`src/rtl/lsu_pkg.sv`:
```
// rtl/lsu_pkg.sv - shared types and encodings for the load/store unit
//   state_t      : LSU control FSM states
//   F3_*         : RISC-V load/store funct3 codes
//   CAUSE_*      : lsu_fault_cause encodings
//   WL_*         : dcache_wordlen encodings shared with dcache
//   classify()   : fault classification of a request
package lsu_pkg;

    typedef enum logic [1:0] {
        S_IDLE = 2'd0,
        S_REQ  = 2'd1,
        S_WAIT = 2'd2
    } state_t;

    localparam logic [2:0] F3_B  = 3'b000;
    localparam logic [2:0] F3_H  = 3'b001;
    localparam logic [2:0] F3_W  = 3'b010;
    localparam logic [2:0] F3_BU = 3'b100;
    localparam logic [2:0] F3_HU = 3'b101;

    localparam logic [1:0] CAUSE_NONE     = 2'b00;
    localparam logic [1:0] CAUSE_MISALIGN = 2'b01;
    localparam logic [1:0] CAUSE_TIMEOUT  = 2'b10;
    localparam logic [1:0] CAUSE_ILLEGAL  = 2'b11;

    localparam logic [1:0] WL_8  = 2'd0;
    localparam logic [1:0] WL_16 = 2'd1;
    localparam logic [1:0] WL_32 = 2'd2;

    // Illegal funct3 outranks misalignment; funct3[1:0] doubles as the size.
    function automatic logic [1:0] classify(input logic       store,
                                            input logic [2:0] funct3,
                                            input logic [1:0] addr_lo);
        logic illegal;
        logic misaligned;
        if (store) begin
            illegal = (funct3 > F3_W);
        end else begin
            illegal = (funct3 == 3'b011) || (funct3 == 3'b110) || (funct3 == 3'b111);
        end
        misaligned = ((funct3[1:0] == WL_16) && addr_lo[0]) ||
                     ((funct3[1:0] == WL_32) && (addr_lo != 2'b00));
        if (illegal) begin
            return CAUSE_ILLEGAL;
        end else if (misaligned) begin
            return CAUSE_MISALIGN;
        end
        return CAUSE_NONE;
    endfunction

endpackage

```
`src/rtl/lsu_if.sv`:
```
// rtl/lsu_if.sv - LSU to dcache request/response bus
//   master : LSU side (drives addr/datain/rdreq/wrreq/wordlen, receives dataout/valid)
//   slave  : dcache side
interface lsu_if #(
    parameter int ADDRBITS = 32,
    parameter int DATABITS = 32
);
    logic [ADDRBITS-1:0] dcache_addr;
    logic [DATABITS-1:0] dcache_datain;
    logic                dcache_rdreq;
    logic                dcache_wrreq;
    logic [1:0]          dcache_wordlen;
    logic [DATABITS-1:0] dcache_dataout;
    logic                dcache_valid;

    modport master (
        output dcache_addr, dcache_datain, dcache_rdreq, dcache_wrreq, dcache_wordlen,
        input  dcache_dataout, dcache_valid
    );

    modport slave (
        input  dcache_addr, dcache_datain, dcache_rdreq, dcache_wrreq, dcache_wordlen,
        output dcache_dataout, dcache_valid
    );
endinterface

```
`src/rtl/lsu_align.sv`:
```
// rtl/lsu_align.sv - store lane replication and load extract/extend (combinational)
//   st_size/st_wdata -> st_data  : replicated store data for dcache_datain
//   ld_funct3/ld_offset/ld_word -> ld_data : extracted, extended load result
module lsu_align
    import lsu_pkg::*;
(
    input  logic [1:0]  st_size,
    input  logic [31:0] st_wdata,
    output logic [31:0] st_data,
    input  logic [2:0]  ld_funct3,
    input  logic [1:0]  ld_offset,
    input  logic [31:0] ld_word,
    output logic [31:0] ld_data
);
    logic [31:0] shifted;

    // Replicate into every lane; the cache's byte enables pick the live one.
    always_comb begin
        st_data = st_wdata;
        case (st_size)
            WL_8:    st_data = {4{st_wdata[7:0]}};
            WL_16:   st_data = {2{st_wdata[15:0]}};
            default: st_data = st_wdata;
        endcase
    end

    always_comb begin
        shifted = ld_word >> {ld_offset, 3'b000};
        ld_data = shifted;
        case (ld_funct3)
            F3_B:    ld_data = {{24{shifted[7]}}, shifted[7:0]};
            F3_BU:   ld_data = {24'd0, shifted[7:0]};
            F3_H:    ld_data = {{16{shifted[15]}}, shifted[15:0]};
            F3_HU:   ld_data = {16'd0, shifted[15:0]};
            default: ld_data = shifted;
        endcase
    end
endmodule

```
`src/rtl/lsu.sv`:
```
// rtl/lsu.sv - load/store unit: address generation, fault checks, dcache sequencing
//   clk, reset                     : clock, synchronous active-high reset
//   lsu_start/store/funct3/base/offset/wdata : request from execute stage
//   lsu_busy/done/rdata/fault/fault_cause    : status and load result (all registered)
//   dcache                         : lsu_if.master bus to the data cache
//   Optional watchdog in WAIT enabled by LSU_TIMEOUT_EN (limit TIMEOUT_CYCLES).
module lsu
    import lsu_pkg::*;
#(
    parameter int ADDRBITS       = 32,
    parameter int DATABITS       = 32,
    parameter int TIMEOUT_CYCLES = 255
) (
    input  logic                clk,
    input  logic                reset,
    input  logic                lsu_start,
    input  logic                lsu_store,
    input  logic [2:0]          lsu_funct3,
    input  logic [ADDRBITS-1:0] lsu_base,
    input  logic [ADDRBITS-1:0] lsu_offset,
    input  logic [DATABITS-1:0] lsu_wdata,
    output logic                lsu_busy,
    output logic                lsu_done,
    output logic [DATABITS-1:0] lsu_rdata,
    output logic                lsu_fault,
    output logic [1:0]          lsu_fault_cause,
    lsu_if.master               dcache
);
    state_t              state_q, state_d;
    logic [ADDRBITS-1:0] addr_q, addr_d;
    logic [2:0]          funct3_q, funct3_d;
    logic                store_q, store_d;
    logic [DATABITS-1:0] datain_q, datain_d;
    logic [1:0]          wordlen_q, wordlen_d;
    logic                rdreq_q, rdreq_d;
    logic                wrreq_q, wrreq_d;
    logic                busy_q, busy_d;
    logic                done_q, done_d;
    logic                fault_q, fault_d;
    logic [1:0]          cause_q, cause_d;
    logic [DATABITS-1:0] rdata_q, rdata_d;

    logic [ADDRBITS-1:0] eff_addr;
    logic [1:0]          req_cause;
    logic [DATABITS-1:0] st_data;
    logic [DATABITS-1:0] ld_data;

`ifdef LSU_TIMEOUT_EN
    localparam int CNT_W = ($clog2(TIMEOUT_CYCLES + 1) > 8) ? $clog2(TIMEOUT_CYCLES + 1) : 8;
    logic [CNT_W-1:0] cnt_q, cnt_d;
`else
    logic [31:0] unused_timeout_cycles;
    assign unused_timeout_cycles = TIMEOUT_CYCLES;
`endif

    assign eff_addr  = lsu_base + lsu_offset;
    assign req_cause = classify(lsu_store, lsu_funct3, eff_addr[1:0]);

    // Store data is placed from the live request; loads extract from the
    // registered access descriptor against the returned word.
    lsu_align u_align (
        .st_size   (lsu_funct3[1:0]),
        .st_wdata  (lsu_wdata),
        .st_data   (st_data),
        .ld_funct3 (funct3_q),
        .ld_offset (addr_q[1:0]),
        .ld_word   (dcache.dcache_dataout),
        .ld_data   (ld_data)
    );

    always_comb begin
        state_d   = state_q;
        addr_d    = addr_q;
        funct3_d  = funct3_q;
        store_d   = store_q;
        datain_d  = datain_q;
        wordlen_d = wordlen_q;
        rdreq_d   = rdreq_q;
        wrreq_d   = wrreq_q;
        busy_d    = busy_q;
        rdata_d   = rdata_q;
        done_d    = 1'b0;
        fault_d   = 1'b0;
        cause_d   = CAUSE_NONE;
`ifdef LSU_TIMEOUT_EN
        cnt_d     = cnt_q;
`endif
        case (state_q)
            S_IDLE: begin
                if (lsu_start) begin
                    if (req_cause != CAUSE_NONE) begin
                        // Rejected without touching the cache; done next cycle.
                        done_d  = 1'b1;
                        fault_d = 1'b1;
                        cause_d = req_cause;
                        rdata_d = '0;
                    end else begin
                        addr_d    = eff_addr;
                        funct3_d  = lsu_funct3;
                        store_d   = lsu_store;
                        datain_d  = st_data;
                        wordlen_d = lsu_funct3[1:0];
                        rdreq_d   = ~lsu_store;
                        wrreq_d   = lsu_store;
                        busy_d    = 1'b1;
                        state_d   = S_REQ;
                    end
                end
            end
            S_REQ: begin
                // The cache registers the request here, so valid is not looked at.
                state_d = S_WAIT;
`ifdef LSU_TIMEOUT_EN
                cnt_d   = '0;
`endif
            end
            S_WAIT: begin
                if (dcache.dcache_valid) begin
                    rdreq_d = 1'b0;
                    wrreq_d = 1'b0;
                    busy_d  = 1'b0;
                    done_d  = 1'b1;
                    rdata_d = store_q ? '0 : ld_data;
                    state_d = S_IDLE;
                end
`ifdef LSU_TIMEOUT_EN
                else if (cnt_q == CNT_W'(TIMEOUT_CYCLES - 1)) begin
                    rdreq_d = 1'b0;
                    wrreq_d = 1'b0;
                    busy_d  = 1'b0;
                    done_d  = 1'b1;
                    fault_d = 1'b1;
                    cause_d = CAUSE_TIMEOUT;
                    rdata_d = '0;
                    state_d = S_IDLE;
                end else begin
                    cnt_d = cnt_q + 1'b1;
                end
`endif
            end
            default: begin
                state_d = S_IDLE;
                rdreq_d = 1'b0;
                wrreq_d = 1'b0;
                busy_d  = 1'b0;
            end
        endcase
    end

    always_ff @(posedge clk) begin
        if (reset) begin
            state_q   <= S_IDLE;
            addr_q    <= '0;
            funct3_q  <= '0;
            store_q   <= 1'b0;
            datain_q  <= '0;
            wordlen_q <= '0;
            rdreq_q   <= 1'b0;
            wrreq_q   <= 1'b0;
            busy_q    <= 1'b0;
            done_q    <= 1'b0;
            fault_q   <= 1'b0;
            cause_q   <= CAUSE_NONE;
            rdata_q   <= '0;
`ifdef LSU_TIMEOUT_EN
            cnt_q     <= '0;
`endif
        end else begin
            state_q   <= state_d;
            addr_q    <= addr_d;
            funct3_q  <= funct3_d;
            store_q   <= store_d;
            datain_q  <= datain_d;
            wordlen_q <= wordlen_d;
            rdreq_q   <= rdreq_d;
            wrreq_q   <= wrreq_d;
            busy_q    <= busy_d;
            done_q    <= done_d;
            fault_q   <= fault_d;
            cause_q   <= cause_d;
            rdata_q   <= rdata_d;
`ifdef LSU_TIMEOUT_EN
            cnt_q     <= cnt_d;
`endif
        end
    end

    assign lsu_busy              = busy_q;
    assign lsu_done              = done_q;
    assign lsu_rdata             = rdata_q;
    assign lsu_fault             = fault_q;
    assign lsu_fault_cause       = cause_q;
    assign dcache.dcache_addr    = addr_q;
    assign dcache.dcache_datain  = datain_q;
    assign dcache.dcache_rdreq   = rdreq_q;
    assign dcache.dcache_wrreq   = wrreq_q;
    assign dcache.dcache_wordlen = wordlen_q;
endmodule

```
`src/flat_wrapper.sv`:
```
// flat-port wrapper written by rule: the top's interface ports become plain ports
module lsu_flat import lsu_pkg::*;
#(
    parameter int ADDRBITS       = 32,
    parameter int DATABITS       = 32,
    parameter int TIMEOUT_CYCLES = 255
)
  (clk, reset, lsu_start, lsu_store, lsu_funct3, lsu_base, lsu_offset, lsu_wdata, lsu_busy, lsu_done, lsu_rdata, lsu_fault, lsu_fault_cause, dcache_dcache_addr, dcache_dcache_datain, dcache_dcache_rdreq, dcache_dcache_wrreq, dcache_dcache_wordlen, dcache_dcache_dataout, dcache_dcache_valid);
  lsu_if #(.ADDRBITS(ADDRBITS), .DATABITS(DATABITS)) dcache_i ();
  input  logic clk;
  input  logic reset;
  input  logic lsu_start;
  input  logic lsu_store;
  input  logic [2:0] lsu_funct3;
  input  logic [ADDRBITS-1:0] lsu_base;
  input  logic [ADDRBITS-1:0] lsu_offset;
  input  logic [DATABITS-1:0] lsu_wdata;
  output logic lsu_busy;
  output logic lsu_done;
  output logic [DATABITS-1:0] lsu_rdata;
  output logic lsu_fault;
  output logic [1:0] lsu_fault_cause;
  output wire logic [$bits(dcache_i.dcache_addr)-1:0] dcache_dcache_addr;
  output wire logic [$bits(dcache_i.dcache_datain)-1:0] dcache_dcache_datain;
  output wire logic [$bits(dcache_i.dcache_rdreq)-1:0] dcache_dcache_rdreq;
  output wire logic [$bits(dcache_i.dcache_wrreq)-1:0] dcache_dcache_wrreq;
  output wire logic [$bits(dcache_i.dcache_wordlen)-1:0] dcache_dcache_wordlen;
  input wire logic [$bits(dcache_i.dcache_dataout)-1:0] dcache_dcache_dataout;
  input wire logic [$bits(dcache_i.dcache_valid)-1:0] dcache_dcache_valid;
  assign dcache_dcache_addr = dcache_i.dcache_addr;
  assign dcache_dcache_datain = dcache_i.dcache_datain;
  assign dcache_dcache_rdreq = dcache_i.dcache_rdreq;
  assign dcache_dcache_wrreq = dcache_i.dcache_wrreq;
  assign dcache_dcache_wordlen = dcache_i.dcache_wordlen;
  assign dcache_i.dcache_dataout = dcache_dcache_dataout;
  assign dcache_i.dcache_valid = dcache_dcache_valid;
  lsu #(.ADDRBITS(ADDRBITS), .DATABITS(DATABITS), .TIMEOUT_CYCLES(TIMEOUT_CYCLES)) u_core (.clk(clk), .reset(reset), .lsu_start(lsu_start), .lsu_store(lsu_store), .lsu_funct3(lsu_funct3), .lsu_base(lsu_base), .lsu_offset(lsu_offset), .lsu_wdata(lsu_wdata), .lsu_busy(lsu_busy), .lsu_done(lsu_done), .lsu_rdata(lsu_rdata), .lsu_fault(lsu_fault), .lsu_fault_cause(lsu_fault_cause), .dcache(dcache_i));
endmodule
```
`config.mk`:
```
export PLATFORM = sky130hd
export DESIGN_NAME = lsu_flat
export DESIGN_NICKNAME = d
export VERILOG_FILES = /design/src/rtl/lsu_pkg.sv /design/src/rtl/lsu_if.sv /design/src/rtl/lsu_align.sv /design/src/rtl/lsu.sv /design/src/flat_wrapper.sv
export SDC_FILE = /design/constraint.sdc
export NUM_CORES = 1
export LEC_CHECK = 0
export ABC_CLOCK_PERIOD_IN_PS = 4050
export CELL_PAD_IN_SITES_DETAIL_PLACEMENT = 1
export CELL_PAD_IN_SITES_GLOBAL_PLACEMENT = 1
export CORE_ASPECT_RATIO = 1.25
export CORE_UTILIZATION = 49
export CTS_CLUSTER_DIAMETER = 40
export DETAILED_ROUTE_END_ITERATION = 8
export DONT_BUFFER_PORTS = 1
export PLACE_DENSITY_LB_ADDON = 0.1
export SLEW_MARGIN = 20
export SYNTH_ARGS = -nofsm -noshare
export SYNTH_HDL_FRONTEND = slang
export SYNTH_SLANG_ARGS = --single-unit
```
`constraint.sdc`:
```
create_clock -name clk -period 4.05 [get_ports clk]
set_input_delay 0.405 -clock clk [delete_from_list [all_inputs] [get_ports clk]]
set_output_delay 0.405 -clock clk [all_outputs]
set_load 0.05 [all_outputs]
```
; Word-level counts from Yosys, hierarchy flattened
; Index checks and enable logic that the tools add are counted.
[classes]
n_bitwise = 5
multipliers = 0
div = 0
reduce_logical = 17
shift = 1
magnitude_cmp = 1
muxes = 31
add_sub_neg = 1
eq_ne = 14
[ops]
columns = op, n
row1 = 2-to-1 mux 32 bit, 4
row2 = one-hot mux 32 bit (2 select lines), 2
row3 = one-hot mux 32 bit (4 select lines), 1
row4 = adder 32 bit, 1
row5 = right shift 32 x 5 -> 32 bit, 1
row6 = 2-to-1 mux 1 bit, 13
row7 = == test 3 bit (second input constant), 4
row8 = 2-to-1 mux 2 bit, 6
row9 = one-hot mux 1 bit (3 select lines), 3
row10 = AND reduction 4 bit, 2
row11 = inequality test 2 bit (second input constant), 3
row12 = one-hot mux 2 bit (3 select lines), 1
row13 = AND reduction 3 bit, 2
row14 = nonzero test 2 bit, 3
row15 = NOT 1 bit, 5
row16 = == test 2 x 1 -> 1 bit (second input constant), 2
row17 = == test 2 bit (second input constant), 2
row18 = zero test 2 bit, 2
row19 = OR reduction 4 bit, 1
row20 = == test 3 x 1 -> 1 bit (second input constant), 1
row21 = == test 3 x 2 -> 1 bit (second input constant), 1
row22 = greater-than comparator 3 x 2 -> 1 bit (second input constant), 1
row23 = zero test 3 bit, 1
row24 = logical OR 1 bit, 3
row25 = other kinds (4), 5
[word_totals]
ff_bits = 111
in_bits = 136
latchBits = 0
word_cells = 83
rom_bits = 0
ram_bits = 0
n_memories = 0
out_inout_bits = 105

; Logic depth before layout (Yosys ltp)
; Gate-level depths: netlist of run 1.
[depth]
ltp_word = 11
mapped_depth = 10
mapped_depth_nobuf = 9

; By module
; A second synthesis of run 1 with hierarchy kept.
[hier_totals]
cells_unflattened = 868
hier_area_um2 = 6775.2
[by_module_without_submodules]
columns = module, instances, area_each_um2, cells_per_inst, seq_area_each_um2
row1 = lsu, 1, 5451.5, 692, 2182.1
row2 = lsu_align, 1, 1323.8, 176, 0.0

; Worst setup path before layout of run 1
; Ideal clock, no wire load.
[synth_path]
path_type = input port to flip-flop
from = input port lsu_base[0]
to = register u_core.addr_q[20] (netlist: u_core.dcache.dcache_addr[20])
n_path_buf = 0
required_time_ps = 3917
cell_stages = 9
slack_ps = 1516
arrival_ps = 2400
cell_sequence = ha_1 fa_1 a21oi_1 o211ai_2 a21oi_4 o2111ai_1 a21o_1 a2111oi_0 nor3_1
[synth_via]
elab_chain_len = 10
[synth_lines]
columns = item, line
row1 = from (decl), flat_wrapper.sv:15  ; input logic [ADDRBITS-1:0] lsu_base;
row2 = adder 32 bit *, lsu.sv:56  ; assign eff_addr = lsu_base + lsu_offset;
row3 = nonzero test 2 bit, lsu_pkg.sv:42  ; ((funct3[1:0] == WL_32) && (addr_lo != 2'b00));
row4 = logical AND 1 bit, lsu_pkg.sv:42
row5 = logical OR 1 bit, lsu_pkg.sv:41  ; misaligned = ((funct3[1:0] == WL_16) && addr_lo[0]) ||
row6 = 2-to-1 mux 1 bit, lsu_pkg.sv:45  ; end else if (misaligned) begin
row7 = 2-to-1 mux 1 bit, lsu_pkg.sv:43  ; if (illegal) begin
row8 = 2-to-1 mux 2 bit, lsu_pkg.sv:48  ; return CAUSE_NONE;
row9 = nonzero test 2 bit, lsu.sv:91  ; if (req_cause != CAUSE_NONE) begin
row10 = NOT 1 bit (no source line), n/a
row11 = AND reduction 3 bit (no source line), n/a
row12 = to (signal assigned), lsu.sv:170  ; addr_q <= addr_d;
row13 = to (decl), lsu.sv:30  ; logic [ADDRBITS-1:0] addr_q, addr_d;
; Every way passes the cells marked *; elsewhere a longest branch is shown, timed or not.
; A chain may end at the register's enable or synchronous reset.

; Worst setup path after layout of run 1
[layout_path]
from = input port lsu_base[0]
to = register u_core.addr_q[20] (netlist: u_core.dcache.dcache_addr[20])
[layout_via]
elab_chain_len = 10
[layout_lines]
columns = item, line
row1 = adder 32 bit, lsu.sv:56
row2 = via u_core.eff_addr[1], lsu.sv:43  ; logic [ADDRBITS-1:0] eff_addr;
row3 = nonzero test 2 bit, lsu_pkg.sv:42
row4 = logical AND 1 bit, lsu_pkg.sv:42
row5 = logical OR 1 bit, lsu_pkg.sv:41
row6 = 2-to-1 mux 1 bit, lsu_pkg.sv:45
row7 = 2-to-1 mux 1 bit, lsu_pkg.sv:43
row8 = 2-to-1 mux 2 bit, lsu_pkg.sv:48
row9 = nonzero test 2 bit, lsu.sv:91
row10 = NOT 1 bit (no source line), n/a
row11 = AND reduction 3 bit (no source line), n/a
; The timed path passes the listed nets, and every way through them passes these cells.

==> results of run 1 <==
[kinds of logic after synthesis]
kind of cell             synth area share (%)
AND/OR/NAND/NOR                         18.23
AO/OA/AOI/OAI                           27.15
flip-flops                              33.75
buffers and inverters                   4.683
multiplexers                            6.772
adder cells (fa/ha/maj)                 6.308
XOR/XNOR                                3.115
[power breakdown]
group / internal, uW / switching [uW] / leakage, uW / total (uW)
Combinational: 207 / 336 / 0.00149 / 544
Clock: 501 / 404 / 0.000147 / 905
Sequential: 1130 / 237 / 0.000888 / 1360
[synthesized netlist by cell type, drive strengths merged, types with 12 or more instances]
library cell | number | area (sq um)
ha | 31 | 387.9
clkbuf | 34 | 127.6
a211oi | 18 | 140.1
xor2 | 14 | 122.6
nor2 | 84 | 315.3
nand2 | 151 | 566.8
a21oi | 84 | 442.9
buf | 25 | 126.4
inv | 13 | 48.79
a21o | 12 | 90.09
o21ai | 64 | 320.3
dfxtp | 109 | 2182
a22oi | 25 | 187.7
mux2i | 40 | 400.4
[registers in the layout, summed over array words and instances (netlist names), 2 cells and up]
register / count
u_core.lsu_rdata: 32
u_core.dcache.dcache_datain: 32
u_core.funct3_q: 2
u_core.dcache.dcache_addr: 32
u_core.state_q: 2
u_core.lsu_fault_cause: 2
[cell type report]
type	count	area [sq um]	area share, %
clock buffers	10	239.0	3.521
clock inverters	5	66.31	0.9770
inverters	13	48.80	0.7189
multi-input cells	646	3989	58.77
flip-flops and latches	109	2185	32.18
well taps	168	210.2	3.097
repair buffers	5	50.05	0.7373
[routing by layer]
layer / vias up / wire (um) / track usage (%)
met3: 43 / 1301 / 7.937
met1: 2856 / 7704 / 31.39
met4: 0 / 738 / 12.34
met5: - / 0 / 0
li1: 2865 / - / -
met2: 182 / 10240 / 51.77
[critical path, delay by kind of cell]
kind | cells | cell delay (ns)
simple gates | 4 | 1.33
fa+ha+maj | 2 | 0.73
compound gates | 1 | 0.53
[metrics by stage]
| stage | hold slack (ns) | instances | util (%) | power, uW | area, sq um |
|---|---|---|---|---|---|
| after floorplan | 0.4457 | 827 | - | 1815 | 6466 |
| after global placement | 0.4548 | 941 | 50.72 | 1907 | 6481 |
| after detailed placement | 0.4572 | 941 | 50.72 | 1931 | 6481 |
| after CTS | 0.1310 | 956 | 53.11 | 2827 | 6787 |
| after global routing | 0.1209 | 956 | 53.12 | 2942 | 6788 |
| final | 0.1644 | 956 | 53.12 | 2813 | 6788 |
[path summary, 6_finish.rpt]
path                                                   start                       endpoint  cells past startpoint
worst max register to register  u_core.dcache.dcache_addr[0]           u_core.lsu_rdata[29]                      8
worst min register to register                u_core.store_q                 u_core.store_q                      2
worst min-delay path                                   reset  u_core.dcache.dcache_addr[15]                      1
worst max-delay path                             lsu_base[0]  u_core.dcache.dcache_addr[20]                      7
==> metrics.yaml, run 1 <==
floorplan:
  die_y_um: 130.4
  design.portCount: 241
  start_util_pct: 50.61
  core.rowCount: 46
  core_region_area_sq_mm: 0.01278
  die-area_sq_mm: 0.01366
  die_x_um: 104.7
finish:
  layout.filler_cells: 1618
  final_net_count: 952
  drive_above_1_share_pct: 5.457
  n_antenna_cell: 0
  layout.cells.most_common: "sky130_fd_sc_hd__nand2_1"
  area_growth_pct: 4.973
  layout_common_cells: "sky130_fd_sc_hd__nand2_1, sky130_fd_sc_hd__dfxtp_1, sky130_fd_sc_hd__nor2_1"
cts:
  clock_insertion_delay_worst_skew_ns: 0.35
  number_of_buffers_inserted_during_clock_tree_synthesis: 9
  cts_resized: 0
  cts_max_level: 3
  post_cts_buffers: 0
  clock_tree_buf_depth: 2
  clock_tree_from_tritoncts: "built"
  tritoncts_num_sinks: 109
  cts_hold_buf: 0
  clk_root_buffer_cell: "sky130_fd_sc_hd__clkbuf_16"
  clkSlewWorstSetupHoldPaths_ns: 0.07
grt:
  global_route_usage_over_all_layers_pct: 28.52
  maximum_number_of_pins_on_one_net_before_global_route_repair: 95
  globalRouteOverflowTotal: 0
  grt_antenna_before_repair: 0
  number_of_global_route_vias_before_repair: 6043
  grt_first_pass_wirelength_mm: 31.08
worst_setup_path:
  critPathRequiredTime_ns: 4.27
  timing.critical_path.cells: "ha_1 > fa_1 > nor4_1 > nor2_1 > or2_2 > a2111oi_0 > nor3_1"
  timing.critical_path.slowest_cell_delay_ns: 0.67
  start_kind: "input pin"
  worst-path-max-fanout: 45
  cp.arrival_ns: 3.01
  timing_worst_setup_path_type: "input pin to flop"
  ff2ff_setup_slack_ns: 1.46
  slowest_stage: "sky130_fd_sc_hd__or2_2"
  timing.critical_path.to_type: "flop"
yosys:
  synth_top_flop_cell: "sky130_fd_sc_hd__dfxtp_1"
  ys.warnings.count: 0
  yosys_register_bits: 109
  synth_async_sr_flop_share_pct: 0
  post_synth_inst_count: 827
  synth.net_count: 995
  count_of_flip_flops_with_a_built_in_enable_after_synthesis: 0
  synth_cell_type_count: 68
  syn_avg_cell_area_sq_um: 7.819
  area_of_the_mapped_netlist_sq_mm: 0.006466
  seq_area_frac_synth_pct: 33.75
route:
  routed_wl_mm: 19.99
  routed_wire_length_per_instance_um: 20.91
  vias: 5946
  detailedRoute.firstIterationViolations: 328
  vias_per_cell: 6.220
  detail_route_antenna_nets: 0
  detail_route.first_pass.iterations: 4
  detail_route.drc_violations: 0
place:
  io_buffer_count: 0
  dp_hpwl_mm: 15.15
  dp_slack_ns: 0.9238
  place.gp.congestion: 0.8971
sta:
  time_the_final_worst_path_needs_with_i_o_delays_and_setup_ns: 2.795
  post-route-period-util_pct: 69.01
  relSlewSlack_pct: 39.22
  hold_viol: 0
  setup_ws_ns: 1.255
  tightestPinTransition_ns: 0.9117
  rsz0062_at_grt: "false"
  slew_violations: 0
  setup_violations: 0
  finalSetupTns_ns: 0
  clock-skew-final_ns: 0.01050
  achievable-frequency_mhz: 357.8
power_and_ir_drop:
  total_power_divided_by_cell_area_mw_per_mm2: 414.4
  leakage_uw: 0.002527
  vdd_drop_max_mv: 0.1849
job:
  maxCapViolations: 0
status:
  status: "finished, final reports clean"
worst_hold_path:
  type_of_the_most_critical_hold_path: "input pin to flop"
(Power assumes the default switching activity.)
==> run 2: changes to the inputs <==
--- a/config.mk
+++ b/config.mk
@@ -5,11 +5,11 @@
 export SDC_FILE = /design/constraint.sdc
 export NUM_CORES = 1
 export LEC_CHECK = 0
-export ABC_CLOCK_PERIOD_IN_PS = 4050
+export ABC_CLOCK_PERIOD_IN_PS = 2650
 export CELL_PAD_IN_SITES_DETAIL_PLACEMENT = 1
 export CELL_PAD_IN_SITES_GLOBAL_PLACEMENT = 1
 export CORE_ASPECT_RATIO = 1.25
-export CORE_UTILIZATION = 49
+export CORE_UTILIZATION = 45
 export CTS_CLUSTER_DIAMETER = 40
 export DETAILED_ROUTE_END_ITERATION = 8
 export DONT_BUFFER_PORTS = 1
==> constraint.sdc (replaced) <==
create_clock -name clk -period 2.65 [get_ports clk]
set_input_delay 0.265 -clock clk [delete_from_list [all_inputs] [get_ports clk]]
set_output_delay 0.265 -clock clk [all_outputs]
set_load 0.05 [all_outputs]
==> run 2 against run 1 <==
Setup slack worse by 0.82 ns. Clock-buffer cell count is 1 higher. Power is 55% higher. Highest routed layer unchanged.
==> metrics.yaml, run 2 (same netlist as run 1, synthesis figures left out) <==
sta:
  tightestPinTransition_ns: 0.7231  # was 0.9117 ns
  rsz0062_at_grt: "false"  # unchanged
  hold_viol: 0  # unchanged
  clock-skew-final_ns: 0.009654  # was 0.01050 ns
  finalSetupTns_ns: 0  # unchanged
  achievable-frequency_mhz: 451.4
  post-route-period-util_pct: 83.59
  setup_violations: 0  # unchanged
  slew_violations: 0  # unchanged
  relSlewSlack_pct: 51.73  # was 39.22%
  time_the_final_worst_path_needs_with_i_o_delays_and_setup_ns: 2.215
finish:
  instances_no_fill: 980  # was 956
  layout.filler_cells: 1742  # was 1618
  area_growth_pct: 7.488  # was 4.973%
  layout_common_cells: "sky130_fd_sc_hd__nand2_1, sky130_fd_sc_hd__dfxtp_1, sky130_fd_sc_hd__nor2_1"  # unchanged
  seq_area_sq_mm: 0.002183  # was 0.002185 sq mm
  multiInputGateArea_sq_mm: 0.003989  # unchanged
  final_net_count: 967  # was 952
  layout.cells.most_common: "sky130_fd_sc_hd__nand2_1"  # unchanged
  drive_above_1_share_pct: 6.965  # was 5.457%
place:
  dp.cells: 961  # was 941
  io_buffer_count: 0  # unchanged
  place.gp.congestion: 0.8984  # was 0.8971
  dp_hpwl_mm: 15.63  # was 15.15 mm
grt:
  global_route_met3_usage_pct: 6.903  # was 7.937%
  global_route_usage_over_all_layers_pct: 27.42  # was 28.52%
  grt_use_met1_pct: 30.68  # was 31.39%
  grt.busiest_layer: "met2"  # unchanged
  grt_first_pass_wirelength_mm: 31.75  # was 31.08 mm
  maximum_number_of_pins_on_one_net_before_global_route_repair: 68  # was 95
  number_of_global_route_vias_before_repair: 6022  # was 6043
  grt_util_met2_pct: 51.01  # was 51.77%
  grt_antenna_before_repair: 1  # was 0
  globalRouteOverflowTotal: 0  # unchanged
power_and_ir_drop:
  design_power_total_uw: 4366  # was 2813 uW
  total_switching_power_uw: 1546  # was 977.1 uW
  netSwitchingFraction_pct: 35.42  # was 34.73%
  vdd_drop_max_mv: 0.3212  # was 0.1849 mV
  power.internal_uw: 2819  # was 1836 uW
  power.clock.fraction_pct: 31.7  # was 32.2%
  comb_power_share_pct: 20.7  # was 19.3%
  leakage_uw: 0.002616  # was 0.002527 uW
  power_frac_seq_pct: 47.6  # was 48.5%
  total_power_divided_by_cell_area_mw_per_mm2: 628.1  # was 414.4 mW/mm^2
cts:
  clock_insertion_delay_worst_skew_ns: 0.35  # about the same
  number_of_buffers_inserted_during_clock_tree_synthesis: 9  # unchanged
  post_cts_buffers: 0  # unchanged
  tritoncts_num_sinks: 109  # unchanged
  cts_max_level: 3  # unchanged
  clock_tree_buf_depth: 2  # unchanged
  cts_resized: 0  # unchanged
  clkSlewWorstSetupHoldPaths_ns: 0.07  # about the same
  clock_tree_from_tritoncts: "built"  # unchanged
  clk_root_buffer_cell: "sky130_fd_sc_hd__clkbuf_16"  # unchanged
floorplan:
  core.rowCount: 48  # was 46
  core_region_area_sq_mm: 0.01393  # was 0.01278 sq mm
  start_util_pct: 46.41  # was 50.61%
  die_x_um: 109.2  # was 104.7 um
  die-area_sq_mm: 0.01486  # was 0.01366 sq mm
  design.portCount: 241  # unchanged
  die_y_um: 136.0  # was 130.4 um
worst_setup_path:
  cp_num_buf_inv: 0  # unchanged
  timing.critical_path.to_type: "flop"  # unchanged
  cp.arrival_ns: 2.46  # was 3.01 ns
  rr_endpoint: "u_core.lsu_rdata[29]"  # unchanged
  start_kind: "input pin"  # unchanged
  ff2ff_setup_slack_ns: 0.52  # was 1.46 ns
  timing.critical_path.slowest_cell_delay_ns: 0.44  # was 0.67 ns
  timing.critical_path.cells: "ha_1 > fa_1 > a21oi_1 > o211ai_2 > a21oi_4 > o2111ai_1 > a211oi_2 > a211oi_1 > o31a_1"  # was ha_1 > fa_1 > nor4_1 > nor2_1 > or2_2 > a2111oi_0 > nor3_1
  critPathRequiredTime_ns: 2.89  # was 4.27 ns
  kind_of_cell_adding_the_most_delay_to_the_critical_path: "compound AO/OA/AOI/OAI gates"  # was simple AND/OR/NAND/NOR gates
  timing.reg2reg.worst_path_depth: 7  # was 8
  critical_path.reg2reg.startpoint: "u_core.dcache.dcache_addr[0]"  # unchanged
  worst-path-max-fanout: 4  # was 45
  timing_worst_setup_path_type: "input pin to flop"  # unchanged
  slowest_stage: "sky130_fd_sc_hd__fa_1"  # was sky130_fd_sc_hd__or2_2
status:
  status: "finished, final reports clean"  # unchanged
route:
  vias: 5989  # was 5946
  detailedRoute.firstIterationViolations: 370  # was 328
  vias_per_cell: 6.111  # was 6.220
  detail_route_antenna_nets: 0  # unchanged
  detail_route.drc_violations: 0  # unchanged
  routed_wl_mm: 21.02  # was 19.99 mm
  routed_wire_length_per_instance_um: 21.45  # was 20.91 um
  detail_route.first_pass.iterations: 4  # unchanged
worst_hold_path:
  min-delay-start: "reset"  # unchanged
  hold-path-cell-count: 1  # unchanged
  type_of_the_most_critical_hold_path: "input pin to flop"  # unchanged
  hold_path_end: "u_core.lsu_fault_cause[0]"  # was u_core.dcache.dcache_addr[15]
job:
  maxCapViolations: 0  # unchanged
[run 2: area by class of cell]
| type | instances | share of cell area [%] |
|---|---|---|
| sequential | 109 | 31.41 |
| timing repair buffer | 20 | 2.988 |
| antenna | 1 | 0.03600 |
| clock buffer | 11 | 3.348 |
| multi-input combinational | 646 | 57.39 |
| tap | 175 | 3.150 |
| inverter | 13 | 0.7021 |
| clock inverter | 5 | 0.9721 |
[run 2: metrics by stage]
step | hold slack [ns] | area (sq um) | setup slack [ns] | utilization, %
floorplan | 0.3795 | 6466 | 0.2564 | -
CTS | 0.005795 | 6948 | 0.4438 | 49.87
detailed placement | 0.3526 | 6600 | 0.08637 | 47.37
global placement | 0.3495 | 6600 | 0.1468 | 47.37
global route | 0.006864 | 6950 | 0.2035 | 49.88
finish | 0.01794 | 6950 | 0.4348 | 49.88
[run 2: worst max path at each step]
stage / startpoint / to / slack, ns / cells past startpoint
after floorplan: lsu_base[0] / u_core.dcache.dcache_addr[20] / 0.26 / 9
after global placement: lsu_base[0] / u_core.dcache.dcache_addr[28] / 0.15 / 9
after detailed placement: lsu_base[0] / u_core.dcache.dcache_datain[13] / 0.09 / 9
after CTS: lsu_base[0] / u_core.dcache.dcache_datain[13] / 0.44 / 9
after global routing: lsu_base[0] / u_core.dcache.dcache_addr[20] / 0.20 / 9
final: lsu_base[0] / u_core.dcache.dcache_addr[28] / 0.43 / 9
[run 2: routing by layer]
layer  vias up  share of wire [%]  wire length [um]
li1       2897                  -                 -
met1      2892                 38              8051
met2       181                 53             11190
met3        19                7.2              1520
met4         0                1.2               252
met5         -                  0                 0
[run 2: repair_timing]
item                                    4_1_cts  5_1_grt
endpoints found under the setup margin        0        0
hold buffers                                  2        0
hold endpoints to repair                     55        0
[run 2: power by group through the flow]
stage,clock [uW],sequential [uW],combinational [uW]
2_1_floorplan,0,2080,690
3_3_place_gp,0,2120,833
3_5_place_dp,0,2120,864
4_1_cts,1410,2080,903
5_1_grt,1480,2090,996
6_report,1380,2080,903
[run 2: worst register-to-register path: cells and delay by family (launching register included)]
kind / cells / cell delay, ns
buffers and inverters: 1 / 0.11
AO/OA/AOI/OAI: 4 / 0.99
AND/OR/NAND/NOR: 2 / 0.64
flip-flops: 1 / 0.35
==> run 3: changes to the inputs <==
--- a/config.mk
+++ b/config.mk
@@ -5,11 +5,11 @@
 export SDC_FILE = /design/constraint.sdc
 export NUM_CORES = 1
 export LEC_CHECK = 0
-export ABC_CLOCK_PERIOD_IN_PS = 2650
+export ABC_CLOCK_PERIOD_IN_PS = 1750
 export CELL_PAD_IN_SITES_DETAIL_PLACEMENT = 1
 export CELL_PAD_IN_SITES_GLOBAL_PLACEMENT = 1
 export CORE_ASPECT_RATIO = 1.25
-export CORE_UTILIZATION = 45
+export CORE_UTILIZATION = 41
 export CTS_CLUSTER_DIAMETER = 40
 export DETAILED_ROUTE_END_ITERATION = 8
 export DONT_BUFFER_PORTS = 1
==> constraint.sdc (replaced) <==
create_clock -name clk -period 1.75 [get_ports clk]
set_input_delay 0.175 -clock clk [delete_from_list [all_inputs] [get_ports clk]]
set_output_delay 0.175 -clock clk [all_outputs]
set_load 0.05 [all_outputs]
==> run 3 against run 2 <==
The flow now finishes with violations (hold timing, setup timing). Design area up 27%. Sequential cell count unchanged. Via count is 15% higher. Power rose by 69%. Non-clock buffer count grew 166. Critical path depth is 2 higher. Clock power is 61% higher. Clock-buffer cell count is 1 lower. Hold slack worse by 0.13 ns. Global-route usage increased by 1.4 points. Wire length grew 18%. Largest cell class unchanged. Largest power group unchanged.
==> metrics.yaml, run 3 (same netlist as run 1, synthesis figures left out) <==
cts:
  clock_insertion_delay_worst_skew_ns: 0.35  # about the same
  clkSlewWorstSetupHoldPaths_ns: 0.08  # was 0.07 ns
  cts_max_level: 3  # unchanged
  number_of_buffers_inserted_during_clock_tree_synthesis: 9  # unchanged
  clock_tree_from_tritoncts: "built"  # unchanged
  tritoncts_num_sinks: 109  # unchanged
  clock_tree_buf_depth: 2  # unchanged
  clk_root_buffer_cell: "sky130_fd_sc_hd__clkbuf_16"  # unchanged
sta:
  slew_violations: 0  # unchanged
  tightestPinTransition_ns: 0.5795  # was 0.7231 ns
  setup_ws_ns: -0.1223  # was 0.4348 ns
  achievable-frequency_mhz: 534.1
  relSlewSlack_pct: 61.23  # was 51.73%
  post-route-period-util_pct: 107.0
  hold_viol: 86  # was 0
  setup_violations: 8  # was 0
  rsz0062_at_grt: "true"  # was false
  clock-skew-final_ns: 0.008513  # was 0.009654 ns
  time_the_final_worst_path_needs_with_i_o_delays_and_setup_ns: 1.872
  hold_slack_ns: -0.1096  # was 0.01794 ns
floorplan:
  start_util_pct: 42.53  # was 46.41%
  die_y_um: 142.4  # was 136.0 um
  core_region_area_sq_mm: 0.01520  # was 0.01393 sq mm
  die_x_um: 114.3  # was 109.2 um
  design.portCount: 241  # unchanged
  die-area_sq_mm: 0.01628  # was 0.01486 sq mm
  core.rowCount: 50  # was 48
grt:
  grt_first_pass_wirelength_mm: 36.78  # was 31.75 mm
  globalRouteOverflowTotal: 0  # unchanged
  grt.busiest_layer: "met2"  # unchanged
  maximum_number_of_pins_on_one_net_before_global_route_repair: 95  # was 68
  number_of_global_route_vias_before_repair: 7187  # was 6022
  grt_util_met2_pct: 54.10  # was 51.01%
  global_route_met3_usage_pct: 5.451  # was 6.903%
  grt_antenna_before_repair: 0  # was 1
  grt_use_met1_pct: 30.85  # was 30.68%
  global_route_usage_over_all_layers_pct: 28.81  # was 27.42%
finish:
  final_core_util_pct: 58.14  # was 49.88%
  final_net_count: 1134  # was 967
  layout.cells.most_common: "sky130_fd_sc_hd__buf_4"  # was sky130_fd_sc_hd__nand2_1
  layout_common_cells: "sky130_fd_sc_hd__buf_4, sky130_fd_sc_hd__nand2_1, sky130_fd_sc_hd__dfxtp_1"  # was sky130_fd_sc_hd__nand2_1, sky130_fd_sc_hd__dfxtp_1, sky130_fd_sc_hd__nor2_1
  layout.cell_area.non_filler_sq_mm: 0.008838  # was 0.006950 sq mm
  layout.filler_cells: 1838  # was 1742
  n_antenna_cell: 0  # was 1
  drive_above_1_share_pct: 29.56  # was 6.965%
  area_growth_pct: 36.69  # was 7.488%
  instances_no_fill: 1179  # was 980
worst_setup_path:
  worst_setup_path_startpoint: "lsu_base[0]"  # unchanged
  timing_worst_setup_path_type: "input pin to flop"  # unchanged
  worst-path-max-fanout: 5  # was 4
  cp_num_buf_inv: 2  # was 0
  timing.critical_path.to_type: "flop"  # unchanged
  cp.arrival_ns: 2.12  # was 2.46 ns
  slowest_stage: "sky130_fd_sc_hd__fa_2"  # was sky130_fd_sc_hd__fa_1
  start_kind: "input pin"  # unchanged
  critPathRequiredTime_ns: 1.99  # was 2.89 ns
  kind_of_cell_adding_the_most_delay_to_the_critical_path: "compound AO/OA/AOI/OAI gates"  # unchanged
  ff2ff_setup_slack_ns: 0.02  # was 0.52 ns
  critical_path.reg2reg.startpoint: "u_core.dcache.dcache_addr[1]"  # was u_core.dcache.dcache_addr[0]
  timing.critical_path.slowest_cell_delay_ns: 0.35  # was 0.44 ns
  timing.critical_path.cells: "ha_4 > fa_2 > a21oi_2 > o211ai_2 > a21oi_4 > buf_6 > o311ai_4 > o221ai_2 > buf_4 > xor2_1 > a21oi_1"  # was ha_1 > fa_1 > a21oi_1 > o211ai_2 > a21oi_4 > o2111ai_1 > a211oi_2 > a211oi_1 > o31a_1
  timing.reg2reg.worst_path_depth: 7  # unchanged
  rr_endpoint: "u_core.lsu_rdata[21]"  # was u_core.lsu_rdata[29]
power_and_ir_drop:
  leakage_uw: 0.003549  # was 0.002616 uW
  comb_power_share_pct: 29.8  # was 20.7%
  vdd_drop_max_mv: 0.4262  # was 0.3212 mV
  netSwitchingFraction_pct: 35.42  # about the same
  power.clock.fraction_pct: 30.1  # was 31.7%
  total_switching_power_uw: 2608  # was 1546 uW
  power.internal_uw: 4755  # was 2819 uW
  total_power_divided_by_cell_area_mw_per_mm2: 833.1  # was 628.1 mW/mm^2
  power_frac_seq_pct: 40.0  # was 47.6%
route:
  detail_route.first_pass.iterations: 4  # unchanged
  vias: 6910  # was 5989
  routed_wire_length_per_instance_um: 21.08  # was 21.45 um
  detail_route.drc_violations: 0  # unchanged
  detailedRoute.firstIterationViolations: 303  # was 370
  detail_route_antenna_nets: 0  # unchanged
  routed_wl_mm: 24.85  # was 21.02 mm
  vias_per_cell: 5.861  # was 6.111
place:
  dp_hpwl_mm: 17.82  # was 15.63 mm
  place.gp.congestion: 0.9180  # was 0.8984
  dp_slack_ns: -0.5130  # was 0.08637 ns
  dp.cells: 1135  # was 961
  post_dp_cell_area_sq_mm: 0.007963  # was 0.006600 sq mm
  io_buffer_count: 0  # unchanged
status:
  violations_in_the_final_reports: "hold timing, setup timing"
  status: "finished, violations left"  # was finished, final reports clean
job:
  maxCapViolations: 0  # unchanged
worst_hold_path:
  hold_path_end: "u_core.dcache.dcache_addr[11]"  # was u_core.lsu_fault_cause[0]
  min-delay-start: "reset"  # unchanged
  type_of_the_most_critical_hold_path: "input pin to flop"  # unchanged
  hold-path-cell-count: 1  # unchanged
## run 3: cell count changes in the layout (fill, tap and decap cells not counted), moves of 4 or more
| cell | before | now |
|---|---|---|
| sky130_fd_sc_hd__nor2_1 | 83 | 79 |
| sky130_fd_sc_hd__o21ai_0 | 58 | 51 |
| sky130_fd_sc_hd__ha_1 | 31 | 22 |
| sky130_fd_sc_hd__buf_6 | 0 | 4 |
| sky130_fd_sc_hd__a21oi_1 | 80 | 70 |
| sky130_fd_sc_hd__a22oi_1 | 25 | 1 |
| sky130_fd_sc_hd__o21ai_2 | 0 | 4 |
| sky130_fd_sc_hd__a211oi_1 | 17 | 12 |
| sky130_fd_sc_hd__ha_4 | 0 | 9 |
| sky130_fd_sc_hd__nor2_2 | 0 | 4 |
| sky130_fd_sc_hd__dlygate4sd3_1 | 0 | 15 |
| sky130_fd_sc_hd__a22oi_2 | 0 | 24 |
| sky130_fd_sc_hd__buf_4 | 16 | 162 |
| sky130_fd_sc_hd__a21oi_2 | 3 | 13 |
## run 3: routing by layer
metal	wire length, um	vias to the layer above
li1	-	3236
met1	9362	3381
met2	13290	242
met3	1336	51
met4	864	0
met5	0	-
## run 3: worst max path at each step
| stage | endpoint | slack (ns) | cells past startpoint |
|---|---|---|---|
| 2_1_floorplan | u_core.dcache.dcache_addr[28] | -0.40 | 9 |
| 3_3_place_gp | u_core.dcache.dcache_addr[28] | -0.46 | 9 |
| 6_report | u_core.dcache.dcache_addr[26] | -0.12 | 11 |
| 4_1_cts | u_core.dcache.dcache_addr[30] | -0.04 | 10 |
| 3_5_place_dp | u_core.dcache.dcache_addr[23] | -0.51 | 8 |
| 5_1_grt | u_core.dcache.dcache_addr[26] | -0.16 | 11 |
## run 3: final cells by class
| type | instances | area (sq um) | area share, % |
|---|---|---|---|
| timing repair buffer | 186 | 1536 | 17.38 |
| tap | 208 | 260.3 | 2.945 |
| inverter | 13 | 48.80 | 0.5521 |
| clock inverter | 6 | 75.07 | 0.8494 |
| multi-input combinational | 647 | 4489 | 50.79 |
| sequential | 109 | 2190 | 24.77 |
| clock buffer | 10 | 239.0 | 2.704 |
## run 3: power by group through the flow
stage	Sequential, uW	Combinational (uW)	Clock [uW]
2_1_floorplan	3160	1170	0
3_3_place_gp	3000	1900	0
3_5_place_dp	3000	1960	0
4_1_cts	2950	2060	2260
5_1_grt	2960	2360	2370
6_report	2950	2200	2220
## run 3: what timing repair did
item | CTS | global route
pin swaps | 12 | 22
resized for setup | 17 | 36
buffers inserted | 0 | 9
hold buffers | 5 | 10
endpoints found under the setup margin | 37 | 77
hold endpoints to repair | 92 | 85
gates cloned | 2 | 2
## run 3: per-stage QoR
| stage | power [uW] | hold slack (ns) | setup TNS [ns] |
|---|---|---|---|
| 3_3_place_gp | 4895 | 0.2530 | -27.90 |
| 3_5_place_dp | 4964 | 0.2547 | -31.56 |
| 4_1_cts | 7259 | -0.1240 | -0.2029 |
| 6_report | 7363 | -0.1096 | -0.3495 |
| 2_1_floorplan | 4330 | 0.2728 | -11.94 |
| 5_1_grt | 7693 | -0.1278 | -3.667 |
## run 3: worst register-to-register path, stage by stage (launching register included)
cell	delay, ns
sky130_fd_sc_hd__dfxtp_4	0.39
sky130_fd_sc_hd__mux2_4	0.33
sky130_fd_sc_hd__mux2i_4	0.16
sky130_fd_sc_hd__nor2b_4	0.18
sky130_fd_sc_hd__a211oi_4	0.06
sky130_fd_sc_hd__o21a_4	0.29
sky130_fd_sc_hd__a22oi_2	0.15
sky130_fd_sc_hd__nor2_1	0.06
